--- src/rtl/store_merge_rmw.sv ---
// Store lane merger: narrows SB/SH/SW data into a 32-bit word, using read-modify-write for sub-word stores.
// Build option MEM_BYTE_ENABLE_EN adds mem_be and replaces read-modify-write with byte-enabled writes.
module store_merge_rmw #(
    parameter int unsigned MEM_LAT = 1,
    parameter int unsigned ADDR_W  = 32
) (
    input  logic              clk,
    input  logic              reset,
    input  logic              start,
    input  logic [1:0]        store_type,
    input  logic [ADDR_W-1:0] addr,
    input  logic [31:0]       rs_data,
    input  logic [31:0]       mem_rdata,
    output logic [ADDR_W-1:0] mem_addr,
    output logic              mem_rd,
    output logic              mem_wr,
    output logic [31:0]       mem_wdata,
`ifdef MEM_BYTE_ENABLE_EN
    output logic [3:0]        mem_be,
`endif
    output logic              busy,
    output logic              done,
    output logic              misalign_err
);

    localparam int unsigned CNT_W = $clog2(MEM_LAT + 1);

    localparam logic [1:0] ST_SW = 2'b00;
    localparam logic [1:0] ST_SH = 2'b01;
    localparam logic [1:0] ST_SB = 2'b10;
    localparam logic [1:0] ST_XX = 2'b11;

    typedef enum logic [2:0] {
        S_IDLE,
        S_READ,
        S_WAIT,
        S_MERGE,
        S_WRITE,
        S_DONE
    } state_t;

    state_t             state;
    state_t             state_nx;
    logic [1:0]         type_q;
    logic [1:0]         off_q;
    logic [15:0]        data_q;
    logic [CNT_W-1:0]   cnt;
    logic [31:0]        merged;
    logic               fault;
    logic               accept;

    // Illegal type or misaligned halfword/word; such requests never touch memory
    always_comb begin
        fault = 1'b0;
        if (store_type == ST_XX)
            fault = 1'b1;
        else if (store_type == ST_SH && addr[0])
            fault = 1'b1;
        else if (store_type == ST_SW && addr[1:0] != 2'b00)
            fault = 1'b1;
    end

    assign accept = (state == S_IDLE) && start && !fault;

    always_ff @(posedge clk) begin
        if (!reset)
            state <= S_IDLE;
        else
            state <= state_nx;
    end

    always_comb begin
        state_nx = state;
        case (state)
            S_IDLE: begin
                if (start) begin
                    if (fault)
                        state_nx = S_DONE;
                    else if (store_type == ST_SW)
                        state_nx = S_WRITE;
                    else
`ifdef MEM_BYTE_ENABLE_EN
                        state_nx = S_WRITE;
`else
                        state_nx = S_READ;
`endif
                end
            end
            S_READ:  state_nx = (MEM_LAT == 1) ? S_MERGE : S_WAIT;
            S_WAIT:  if (cnt == CNT_W'(1)) state_nx = S_MERGE;
            S_MERGE: state_nx = S_WRITE;
            S_WRITE: state_nx = S_DONE;
            S_DONE:  state_nx = S_IDLE;
            default: state_nx = S_IDLE;
        endcase
    end

    // Selected lane(s) take the register data, the rest keep the memory word
    always_comb begin
        merged = mem_rdata;
        if (type_q == ST_SB)
            merged[{off_q, 3'b000} +: 8] = data_q[7:0];
        else
            merged[{off_q[1], 4'b0000} +: 16] = data_q;
    end

    always_ff @(posedge clk) begin
        if (!reset) begin
            mem_addr     <= '0;
            mem_wdata    <= '0;
            mem_rd       <= 1'b0;
            mem_wr       <= 1'b0;
            busy         <= 1'b0;
            done         <= 1'b0;
            misalign_err <= 1'b0;
            type_q       <= ST_SW;
            off_q        <= 2'b00;
            data_q       <= '0;
            cnt          <= '0;
`ifdef MEM_BYTE_ENABLE_EN
            mem_be       <= 4'b0000;
`endif
        end else begin
            mem_rd       <= (state_nx == S_READ);
            mem_wr       <= (state_nx == S_WRITE);
            busy         <= (state_nx != S_IDLE);
            done         <= (state_nx == S_DONE);
            misalign_err <= (state == S_IDLE) && start && fault;

            if (accept) begin
                type_q   <= store_type;
                off_q    <= addr[1:0];
                data_q   <= rs_data[15:0];
                mem_addr <= {addr[ADDR_W-1:2], 2'b00};
                if (store_type == ST_SW)
                    mem_wdata <= rs_data;
`ifdef MEM_BYTE_ENABLE_EN
                else if (store_type == ST_SB)
                    mem_wdata <= {4{rs_data[7:0]}};
                else
                    mem_wdata <= {2{rs_data[15:0]}};
`endif
            end

            if (state_nx == S_READ)
                cnt <= CNT_W'(MEM_LAT - 1);
            else if (state == S_WAIT)
                cnt <= cnt - CNT_W'(1);

            if (state == S_MERGE)
                mem_wdata <= merged;

`ifdef MEM_BYTE_ENABLE_EN
            // Enables live only for the single write cycle that follows acceptance
            if (accept) begin
                if (store_type == ST_SW)
                    mem_be <= 4'b1111;
                else if (store_type == ST_SB)
                    mem_be <= 4'b0001 << addr[1:0];
                else
                    mem_be <= addr[1] ? 4'b1100 : 4'b0011;
            end else begin
                mem_be <= 4'b0000;
            end
`endif
        end
    end

endmodule
--- config.mk ---
export PLATFORM = sky130hd
export DESIGN_NAME = store_merge_rmw
export DESIGN_NICKNAME = d
export VERILOG_FILES = /design/src/rtl/store_merge_rmw.sv
export SDC_FILE = /design/constraint.sdc
export NUM_CORES = 1
export LEC_CHECK = 0
export ABC_AREA = 1
export CAP_MARGIN = 40
export CORE_UTILIZATION = 25
export CTS_CLUSTER_DIAMETER = 50
export DETAILED_ROUTE_END_ITERATION = 10
export PLACE_DENSITY_LB_ADDON = 0.15
export SLEW_MARGIN = 5
export SYNTH_ARGS = -nofsm -noshare
export SYNTH_HDL_FRONTEND = slang
export SYNTH_SLANG_ARGS = --single-unit
--- constraint.sdc ---
create_clock -name clk -period 2.5 [get_ports clk]
set_input_delay 0.25 -clock clk [delete_from_list [all_inputs] [get_ports clk]]
set_output_delay 0.25 -clock clk [all_outputs]
set_load 0.1 [all_outputs]
==> run summary <==
The number of different library cells in the post-synthesis netlist is 24. The maximum ir drop on the vdd rail is just under 0.4 mV. The first-pass iteration count of the detailed router is 4. The total number of nets in the final design came out at around 1200.

The number of gates resized after CTS was 0. The post-layout total power came out at between 0.005 and 0.006 W. In this design, the largest share of critical-path delay is due to buffers and inverters. The number of buffers inserted for hold repair after clock tree synthesis came out at 0. The worst pin sits at a relative slew slack of 60.1%.

The area of the core came out at between 0.02 and 0.025 mm². The global-route wire length before repair came out at about 28000 µm. The share of async-settable or async-resettable flops after synthesis came out at 0%. In this run the static leakage power is approximately 3.7 nW. The clock net sink count is a little over 90.

Port buffering added between 150 and 200 buffers. The pre-CTS setup slack is approximately 0.42 ns. The buffer count from post-CTS setup fixing came out at 0. The detailed-route vias per instance came out at 4.18.

The number of warning messages in the yosys log is 0. The H-tree generated during clock tree synthesis spans 3 levels. The clock edge transition at the registers on the reported setup and hold paths came out at 0.07 ns.

The overall die height is between 100 and 150 µm. The final routed wirelength across all metal layers is approximately 17000 µm. The clock latency on the worst-skew pair is approximately 0.35 ns. The least setup slack across all paths after layout came out at a little over 0.4 ns.

STA classifies the critical path endpoint as a flop. The synthesized design spends more area on one cell type than any other, namely dfxtp_1. The flow ran to the end, and the final reports show no timing, DRC or antenna violations. The HPWL reported at the end of detailed placement is between 10000 and 15000 µm. The number of instances in the synthesized netlist is 930. The power per unit of standard cell area is 771 mW/mm². Of the cells placed in the final design, the portion with a size suffix greater than 1 is between 10 and 15%.

The maximum single-stage delay on the critical path is ~0.46 ns. The longest clock path from root to sink contains 2 buffers. The signed area change from the synthesized netlist to the final layout came out at 37.6%. The floorplan step defined a die boundary enclosing around 0.022 mm². The most frequent cell after synthesis is nand2_1. The worst setup path is launched from a flop.

The highest net fanout along the worst path came out at 18. Of the synthesized area, sequential elements account for roughly a third. At the end of routability-driven placement, the weighted congestion stood at approximately 0.8.

Counting both buffers and inverters, the worst setup path holds a total of 3. The number of max-slew violations in the final report is 0. The total of max-cap violations is 0. The initial antenna violation count is 1. The cell sitting at the root of the clock tree is a clkbuf_16. The count of nets left with antenna violations after detail routing is 0. The die extent in x is 148 µm. The CTS tree is built.

Yosys mapped a number of flops with a built-in enable equal to 0. The average wire length per cell after detail routing is about 13 µm. The detailed router placed roughly 5600 vias in this run.

The minimum clock period after layout came out at approximately 2.1 ns. Adding up every negative setup slack in the final design gives 0 ns. The tightest min-delay check is of the primary input to flop type. The standard-cell row count is 53. The transition time at the pin with the least slew margin is between 0.5 and 0.6 ns. The worst setup path is of the flop to flop kind.

At the worst endpoint, the required time is about 2.8 ns. The data arrival time of the critical path is about 2.4 ns. The placed instance count came out at 1332. The total overflow left after global routing is 0. The area share of the largest cell type after synthesis came out at between 30% and 40%. The number of buffers created by CTS came out at 9. The number of DRC violations after detailed-routing iteration 0 is 294. For this configuration, the core starts out at a cell density of about a quarter. Based on the critical path, the design can be clocked at up to between 400 and 500 MHz. The final count of negative-setup-slack endpoints is 0. By area the synthesized netlist is led by dfxtp_1 (34%), nand2_1 (22%), nor2_1 (14%). The final instance count without filler cells is between 1000 and 1500. The number of global-route vias before repair is between 5000 and 6000.

The total I/O pin count is 170. On the critical path, the stage with the largest delay is an instance of inv_1. Setup repair after global routing left no endpoint under its margin. The count of final hold-check violations was 0.

The post-synthesis instance area is ~0.0053 mm². In this run, synthesis produced a sequential element count of 91. The largest net degree at the start of global routing is just under 90. The post-route clock period utilization is between 80% and 90%. Each instance of the synthesized netlist takes up on average approximately 5.8 µm². After detailed routing, the number of remaining DRC violations is 0. Counting stages on the worst path, the most repeated cell is nand2_1. Counting instances in the post-synthesis netlist gives the leading cell types as nand2_1 (308), nor2_1 (204), inv_1 (99). Among all flip-flop cells after synthesis, the most frequent one is dfxtp_1. The clock arrives with around 0.013 ns of skew. Traced cell by cell, the critical path runs through inv_1 -> ha_1 -> inv_1 -> buf_4 -> nand2_1 -> nor2_1 -> nand2_1 -> nand2_1 -> nand2_1 -> nand2_1 -> nor2_1 -> nor2_1. The combined global-route utilization of all metal layers is between 15 and 20%.
-- per-stage QoR --
stage | cell area [µm²] | hold WS (ns) | util [%]
6_report | 7360 | 0.423 | 35.0
5_1_grt | 7350 | 0.428 | 35.0
4_1_cts | 7350 | 0.407 | 35.0
3_5_place_dp | 7050 | 0.466 | 33.6
3_3_place_gp | 7050 | 0.464 | 33.6
2_1_floorplan | 5350 | 0.400 | -
-- placed cells by master (no fill, tap or decap), types with 2 or more instances in the layout --
cell             instances
nand2_1                307
nor2_1                 204
inv_1                   99
clkdlybuf4s50_1         99
dfxtp_1                 91
buf_4                   80
nand3_1                 62
o21ai_0                 58
a21oi_1                 23
nand4_1                  9
clkbuf_16                9
ha_1                     5
inv_2                    4
nand2_2                  3
nand2_4                  2
conb_1                   2
buf_12                   2
-- registers in the layout, summed over array words and instances (netlist names) --
| signal | cells |
|---|---|
| misalign_err | 1 |
| mem_wdata | 32 |
| mem_addr | 30 |
| type_q | 2 |
| done | 1 |
| data_q | 16 |
| state | 3 |
| mem_wr | 1 |
| busy | 1 |
| mem_rd | 1 |
| cnt | 1 |
| off_q | 2 |
-- tightest hold or removal path: stages --
cell,delay [ns]
buf_2,0.11
buf_12,0.21
o21ai_0,0.11
nor2_1,0.04
-- metal layers --
layer  global-route usage (%)  wire [µm]  up-vias
met5                        0          0        -
met4                     3.51        168        0
met3                     5.55       1370       15
met2                     26.5       7930      142
met1                     20.3       8030     2396
li1                         -          -     3085
-- worst paths after layout --
path                   from       endpoint  slack (ns)  cells past startpoint
hold / removal        reset    mem_addr[3]        0.42                      4
setup / recovery   off_q[0]  mem_wdata[21]        0.41                     12
hold reg to reg   type_q[0]      type_q[0]        0.47                      2
setup reg to reg   off_q[0]  mem_wdata[21]        0.41                     12
-- logic make-up after synthesis --
group / synth area share (%)
AO/OA/AOI/OAI: 7.58
adder cells (fa/ha/maj): 1.17
buffers and inverters: 12.6
flip-flops: 34.1
other: 0.0701
AND/OR/NAND/NOR: 44.5
-- area by class of cell --
type                       count  area (µm²)
timing repair buffer         182        1640
fill                        2350       13700
multi-input combinational    679        2860
sequential                    91        1820
antenna                        1        2.50
clock inverter                 4        57.6
clock buffer                  11         243
tap                          275         344
inverter                     105         395
-- report_power, final --
group          total (W)  switching, W  leakage (nW)  internal, W
Sequential       0.00180      0.000158         0.742      0.00164
Combinational    0.00244       0.00178          2.81     0.000659
Clock            0.00144      0.000628         0.144     0.000809
Total            0.00568       0.00256          3.70      0.00311
Power figures use the tool's default switching activity.
